[src/rtl/usbh_pkt_fifo.sv]
// Packet-aware byte FIFO between the USB host SIE receive path and the reader.
// Writes are speculative until committed; rollback rewinds to the last commit point.
module usbh_pkt_fifo #(
  parameter int WIDTH      = 8,
  parameter int DEPTH      = 64,
  parameter int ADDR_W     = 6,
  parameter int AFULL_LVL  = 56,
  parameter int AEMPTY_LVL = 8
) (
  input  logic              clk_i,
  input  logic              rst_i,
  input  logic [WIDTH-1:0]  data_i,
  input  logic              push_i,
  input  logic              commit_i,
  input  logic              rollback_i,
  input  logic              pop_i,
  input  logic              flush_i,
  output logic [WIDTH-1:0]  data_o,
  output logic              full_o,
  output logic              empty_o,
  output logic              afull_o,
  output logic              aempty_o,
  output logic [ADDR_W:0]   level_o,
  output logic [ADDR_W:0]   pending_o,
  output logic              overflow_o
);

  localparam int CNT_W = ADDR_W + 1;

  logic [WIDTH-1:0]  ram_q [DEPTH];

  logic [ADDR_W-1:0] rd_ptr_q,  rd_ptr_d;
  logic [ADDR_W-1:0] cmt_ptr_q, cmt_ptr_d;
  logic [ADDR_W-1:0] wr_ptr_q,  wr_ptr_d;
  logic [ADDR_W-1:0] wr_adv;
  logic [CNT_W-1:0]  level_q,   level_d;
  logic [CNT_W-1:0]  pending_q, pending_d;
  logic              ovf_q,     ovf_d;

  logic [CNT_W-1:0]  used;
  logic              push_ok;
  logic              pop_ok;

  // Accept decisions look only at registered state, never at this cycle's ops.
  assign used     = level_q + pending_q;
  assign full_o   = (used == CNT_W'(DEPTH));
  assign empty_o  = (level_q == '0);
  assign afull_o  = (used >= CNT_W'(AFULL_LVL));
  assign aempty_o = (level_q <= CNT_W'(AEMPTY_LVL));
  assign level_o    = level_q;
  assign pending_o  = pending_q;
  assign overflow_o = ovf_q;
  assign data_o     = ram_q[rd_ptr_q];

  assign push_ok = push_i & ~full_o;
  assign pop_ok  = pop_i & ~empty_o;
  assign wr_adv  = wr_ptr_q + ADDR_W'(push_ok);

  always_comb begin
    rd_ptr_d  = rd_ptr_q;
    cmt_ptr_d = cmt_ptr_q;
    wr_ptr_d  = wr_ptr_q;
    level_d   = level_q;
    pending_d = pending_q;
    ovf_d     = ovf_q;
    if (flush_i) begin
      rd_ptr_d  = '0;
      cmt_ptr_d = '0;
      wr_ptr_d  = '0;
      level_d   = '0;
      pending_d = '0;
      ovf_d     = 1'b0;
    end else begin
      rd_ptr_d = rd_ptr_q + ADDR_W'(pop_ok);
      if (rollback_i) begin
        // A same-cycle push may land in RAM but is dropped by rewinding wr_ptr.
        wr_ptr_d  = cmt_ptr_q;
        pending_d = '0;
        level_d   = level_q - CNT_W'(pop_ok);
        ovf_d     = 1'b0;
      end else if (commit_i) begin
        wr_ptr_d  = wr_adv;
        cmt_ptr_d = wr_adv;
        level_d   = level_q + pending_q + CNT_W'(push_ok) - CNT_W'(pop_ok);
        pending_d = '0;
        ovf_d     = 1'b0;
      end else begin
        wr_ptr_d  = wr_adv;
        pending_d = pending_q + CNT_W'(push_ok);
        level_d   = level_q - CNT_W'(pop_ok);
        if (push_i && full_o) ovf_d = 1'b1;
      end
    end
  end

  always_ff @(posedge clk_i) begin
    if (rst_i) begin
      rd_ptr_q  <= '0;
      cmt_ptr_q <= '0;
      wr_ptr_q  <= '0;
      level_q   <= '0;
      pending_q <= '0;
      ovf_q     <= 1'b0;
    end else begin
      rd_ptr_q  <= rd_ptr_d;
      cmt_ptr_q <= cmt_ptr_d;
      wr_ptr_q  <= wr_ptr_d;
      level_q   <= level_d;
      pending_q <= pending_d;
      ovf_q     <= ovf_d;
    end
  end

  // Storage carries no reset; only the pointers decide what is valid.
  always_ff @(posedge clk_i) begin
    if (push_ok && !flush_i && !rst_i) ram_q[wr_ptr_q] <= data_i;
  end

endmodule

[config.mk]
export PLATFORM = sky130hd
export DESIGN_NAME = usbh_pkt_fifo
export DESIGN_NICKNAME = d
export VERILOG_FILES = /design/src/rtl/usbh_pkt_fifo.sv
export SDC_FILE = /design/constraint.sdc
export NUM_CORES = 1
export LEC_CHECK = 0
export BUFFER_PORTS_ARGS = -buffer_cell sky130_fd_sc_hd__buf_2
export CAP_MARGIN = 40
export CORE_MARGIN = 2
export CORE_UTILIZATION = 50
export DETAILED_ROUTE_END_ITERATION = 8
export PLACE_DENSITY = 0.7
export REMOVE_ABC_BUFFERS = 1
export SLEW_MARGIN = 20
export SYNTH_ARGS = -nofsm -noshare
export SYNTH_HDL_FRONTEND = slang
export SYNTH_SLANG_ARGS = --single-unit
[constraint.sdc]
create_clock -name clk_i -period 4.4 [get_ports clk_i]
set_input_delay 0.44 -clock clk_i [delete_from_list [all_inputs] [get_ports clk_i]]
set_output_delay 0.44 -clock clk_i [all_outputs]
set_load 0.02 [all_outputs]
# Yosys cells after proc, flatten, opt, wreduce, memory -nomap -nowiden
# Memory sizes are Yosys's and may differ from the RTL's. A register that Yosys moved wholly into a read port is not among the register bits.
# Index checks and enable logic that the tools add are counted.
# totals
out_inout_bits	27
ramBits	512
regBits	33
in_bits	15
mem_count	1
word_cells	37
# memory_table
memory	depth	word_bits	rd	rd_ports_with_merged_regs	write_ports	line	text
ram_q	64	8	1	1	1	30	logic [WIDTH-1:0] ram_q [DEPTH];
# classes
reduce_logical	9
muxes	6
magnitude_cmp	2
add_sub_neg	7
eq_ne	1
bitwise_logic	5
# ops
operator	count
$add A7 B1 Y7	2
$mux W7	2
$sub A7 B1 Y7	2
$add A6 B1 Y6	2
$mux W6	2
$add A7 B7 Y7	1
$eq A7 B7 Y1 const B	1
$ge A7 B6 Y1 const B	1
$le A7 B4 Y1 const B	1
$logic_not A7 Y1	1
$reduce_or A4 Y1	1
$logic_and A1 B1 Y1	3
$not A1 Y1	3
$and A1 B1 Y1	2
$logic_not A1 Y1	2
$mux W1	2
$reduce_and A2 Y1	1
$reduce_or A2 Y1	1

# Logic depth before layout (Yosys ltp)
# logic_depth
ltp_word	8
depth_mapped	20
ltp_nobuf	20

# Worst setup path after synthesis
# OpenSTA, ideal clock, no wires.
# synth_timing
path_kind	flip-flop to flip-flop
start	register level_q[1], in the netlist level_o[1]
end	register level_q[6], in the netlist level_o[6]
synth_period_minus_slack_ns	3.962
path_stages_with_launch	21
t_required_ns	4.314
setup_slack_ns	0.438
path_buffers	0
arrival_time_ns	3.876
path_cell_list	dfxtp_1 ha_1 a21o_1 a21oi_1 o21bai_1 a21oi_1 xor2_1 ha_1 nand3_1 o21ai_0 ha_1 inv_1 ha_1 inv_1 fa_1 inv_1 a21oi_1 o21bai_1 a21oi_1 mux2_2 a211oi_1
# synth_between
elab_chain_cells	8
word_cells_on_any_way	12
classes_between	add/sub: 4; eq/ne: 1; mux: 2; bitwise: 4; reduce/logical: 1
# synth_lines
item	line	text
from (decl)	36	logic [CNT_W-1:0] level_q, level_d;
from (signal assigned)	108	level_q <= level_d;
$add A7 B7 Y7	45, 84	
$eq A7 B7 Y1	46	assign full_o = (used == CNT_W'(DEPTH));
$not A1 Y1	55	assign push_ok = push_i & ~full_o;
$and A1 B1 Y1	55	
$add A7 B1 Y7	84	level_d = level_q + pending_q + CNT_W'(push_ok) - CNT_W'(pop_ok);
$sub A7 B1 Y7	84	
$mux W7	81	end else if (commit_i) begin
$mux W7 *	75	if (rollback_i) begin
# Mark *: on every way between the ends. The rest lies on a longest branch, timed or not.
# A chain may end at the register's enable or synchronous reset.

==> impl_metrics.csv <==
group,metric,value,unit
sta,tns,0,ns
logic_synthesis,synthAdderAreaFrac,0.01690,
layout,final_cell_mix,"512 x edfxtp_1, 97 x mux4_2, 85 x buf_4, 73 x mux2i_1, 59 x nor3_1",
worst_setup_path,crit_buf_inv,2,
worst_setup_path,cp.required,3.96,ns
logic_synthesis,syn_area,0.02235,mm²
route,antenna_left,0,
floorplanning,die_width,215.4,µm
logic_synthesis,synthSimpleGateAreaFrac,0.04954,
clock_network,root_buffer,"clkbuf_16",
global_routing,grt_pass1_vias,11805,
logic_synthesis,avgSynthCellArea,18.20,µm²
route,drt_iter0_drc,1077,
power,power_density,421.1,mW/mm²
sta,worstMarginPinSlew,0.8801,ns
global_routing,grt_pass1_wl,73620,µm
floorplanning,die_area,0.04641,mm²
floorplanning,start_util,0.5066,
layout,final-seq-area,0.01605,mm²
logic_synthesis,syn-instance-count,1228,
clock_network,cts_tree,"built",
clock_network,clock-sinks,545,
global_routing,overflow,0,
placed_design,dp_hpwl,30920,µm
placed_design,routabilityCongestion,0.8520,
layout,syn2layout_area_growth,13.84,%
logic_synthesis,synth_compound_area_frac,0.04226,
floorplanning,num_io_pins,42,
flow_run,max-cap-violations,0,
logic_synthesis,synth_edf_count,512,
layout,multi_input_comb_area,0.005886,mm²
sta,holdWs,0.1843,ns
worst_setup_path,max_stage_delay,0.71,ns
sta,min_period,4.105,ns
layout,fill_cells,3341,
worst_setup_path,cp-start-kind,"register",
logic_synthesis,synth_warnings,0,
global_routing,antenna_found_initial,0,
clock_network,cts_buffers,53,
sta,finalCritPeriodShare,0.9330,
power,p_leak,0.008142,µW
route,via_per_inst,5.986,
route,vias,11829,
worst_setup_path,worstPathMaxFanout,16,
layout,insertedDiodeCount,0,
logic_synthesis,synth_cell_types,56,
sta,slew_viol_final,0,
logic_synthesis,synth_top_family_by_area,"multiplexers",
worst_setup_path,end_kind,"output pin",
clock_network,htreeDepth,2,
logic_synthesis,synthArstFlopShare,0,
route,drc,0,
outcome,status,"complete, no violations",
logic_synthesis,synthXorXnorAreaFrac,0.009796,
clock_network,clock_path_buffers,3,
worst_setup_path,slowest_stage,"dfxtp_1",
clock_network,clock_latency,0.59,ns
placed_design,dpl.cell_count,1880,
logic_synthesis,yosysSeqAreaShare,0.7174,
floorplanning,fp.dieH,215.4,µm
sta,skew,0.01402,ns
route,avgRoutedWirePerCell,24.73,µm
layout,drive_above_1_share,0.2608,
global_routing,grt_max_degree,65,
worst_setup_path,path_cells,"buf_4 > nand3b_1 > o22ai_1 > a211o_1 > o21ba_1 > a31oi_1 > nor3_1 > buf_2",
floorplanning,coreArea,0.04412,mm²
sta,finalWorstSetupSlack,0.2949,ns
floorplanning,core.rowCount,77,
route,first_pass_iters,5,
sta,timing.slew.headroom,0.4115,
sta,setup_viol,0,
layout,layout_commonest_cell,"edfxtp_1",
logic_synthesis,synthMuxAreaShare,0.1420,
worst_setup_path,path_class,"register to output pin",
power,total_power,10710,µW
route,wl,48860,µm
worst_hold_path,min_path_type,"input port to register",
sta,rsz0062_at_grt,"no",
logic_synthesis,ys_dominant_reg_cell,"edfxtp_1",
global_routing,grtUsageTotal,0.2123,
layout,fin_cells,1976,
sta,final-hold-violation-count,0,
sta,max_freq,243.6,MHz
worst_setup_path,cp_top_family,"simple AND/OR/NAND/NOR gates",
placed_design,port_buffers,41,
power,ir_drop,0.2637,mV
logic_synthesis,ys_ff_latch,545,
worst_setup_path,crit_arrival,3.67,ns
placed_design,dp_slack,0.02818,ns
layout,layout.nets,1389,
clock_network,path_clk_slew,0.06,ns
-- worst reg2reg max path, delay by kind of cell, from the launching register on --
family	cells	cell delay (ns)
and+or+nand+nor	1	0.13
muxes	1	0.27
AOI/OAI and AO/OA	7	1.08
xor gates and xnor gates	1	0.20
adders and majority gates	6	1.72
buffers and inverters	3	0.19
DFF	1	0.33
-- synth_stat cells (all sizes together), types with 15 or more instances --
master / instances / area share
nor3: 61 / 0.014
buf: 49 / 0.016
edfxtp: 512 / 0.69
clkbuf: 24 / 0.0040
ha: 27 / 0.015
dfxtp: 33 / 0.030
mux2i: 73 / 0.033
o22ai: 30 / 0.0084
nor2: 51 / 0.0086
nand2: 40 / 0.0067
nor4: 17 / 0.0048
inv: 15 / 0.0025
mux4: 97 / 0.098
mux2: 23 / 0.012
-- routing by layer --
metal / track usage / routed length, µm / vias up
met1: 0.3045 / 20860 / 6097
li1: - / - / 5202
met2: 0.3280 / 22980 / 440
met3: 0.04440 / 3652 / 90
met5: 0 / 0 / -
met4: 0.07126 / 1368 / 0
-- repair_timing --
action	in CTS	in global routing
hold buffers	0	0
setup endpoints to repair	0	2
gates resized for setup	0	8
setup buffers	0	1
hold endpoints to repair	0	0
-- area by class of cell --
| cell class | count | area share |
|---|---|---|
| Clock buffer | 60 | 0.05315 |
| Timing Repair Buffer | 135 | 0.04052 |
| Sequential cell | 545 | 0.6306 |
| Inverter | 15 | 0.002213 |
| Clock inverter | 34 | 0.01313 |
| Multi-Input combinational cell | 595 | 0.2313 |
| Tap cell | 592 | 0.02911 |
-- sequential cells by signal, summed over array words and instances (netlist names) --
name	cells
cmt_ptr_q	6
level_o	7
overflow_o	1
pending_o	7
ram_q	512
rd_ptr_q	6
wr_ptr_q	6
-- cell families after synthesis --
| group | Yosys count |
|---|---|
| AND/OR/NAND/NOR | 223 |
| buffers and inverters | 88 |
| flip-flops | 545 |
| adder cells (fa/ha/maj) | 29 |
| XOR/XNOR | 25 |
| AO/OA/AOI/OAI | 125 |
| multiplexers | 193 |
-- worst paths after layout --
check	start	end	slack [ns]	cells past startpoint
setup reg to reg	level_o[0]	level_o[6]	0.39	19
hold reg to reg	cmt_ptr_q[0]	cmt_ptr_q[0]	0.46	2
setup / recovery	rd_ptr_q[3]	data_o[5]	0.29	8
hold / removal	push_i	overflow_o	0.18	3
-- where the power goes --
group	total, µW	internal, µW	switching [µW]
clock network	4430	2550	1870
logic	586	246	340
registers	5700	5670	24.8
total	10700	8480	2240
-- stage by stage --
stage	utilization	instance area, µm²
2_1_floorplan	-	21910
3_3_place_gp	0.5350	23610
3_5_place_dp	0.5372	23700
4_1_cts	0.5754	25390
5_1_grt	0.5767	25450
6_report	0.5767	25450
(Power assumes the default switching activity.)
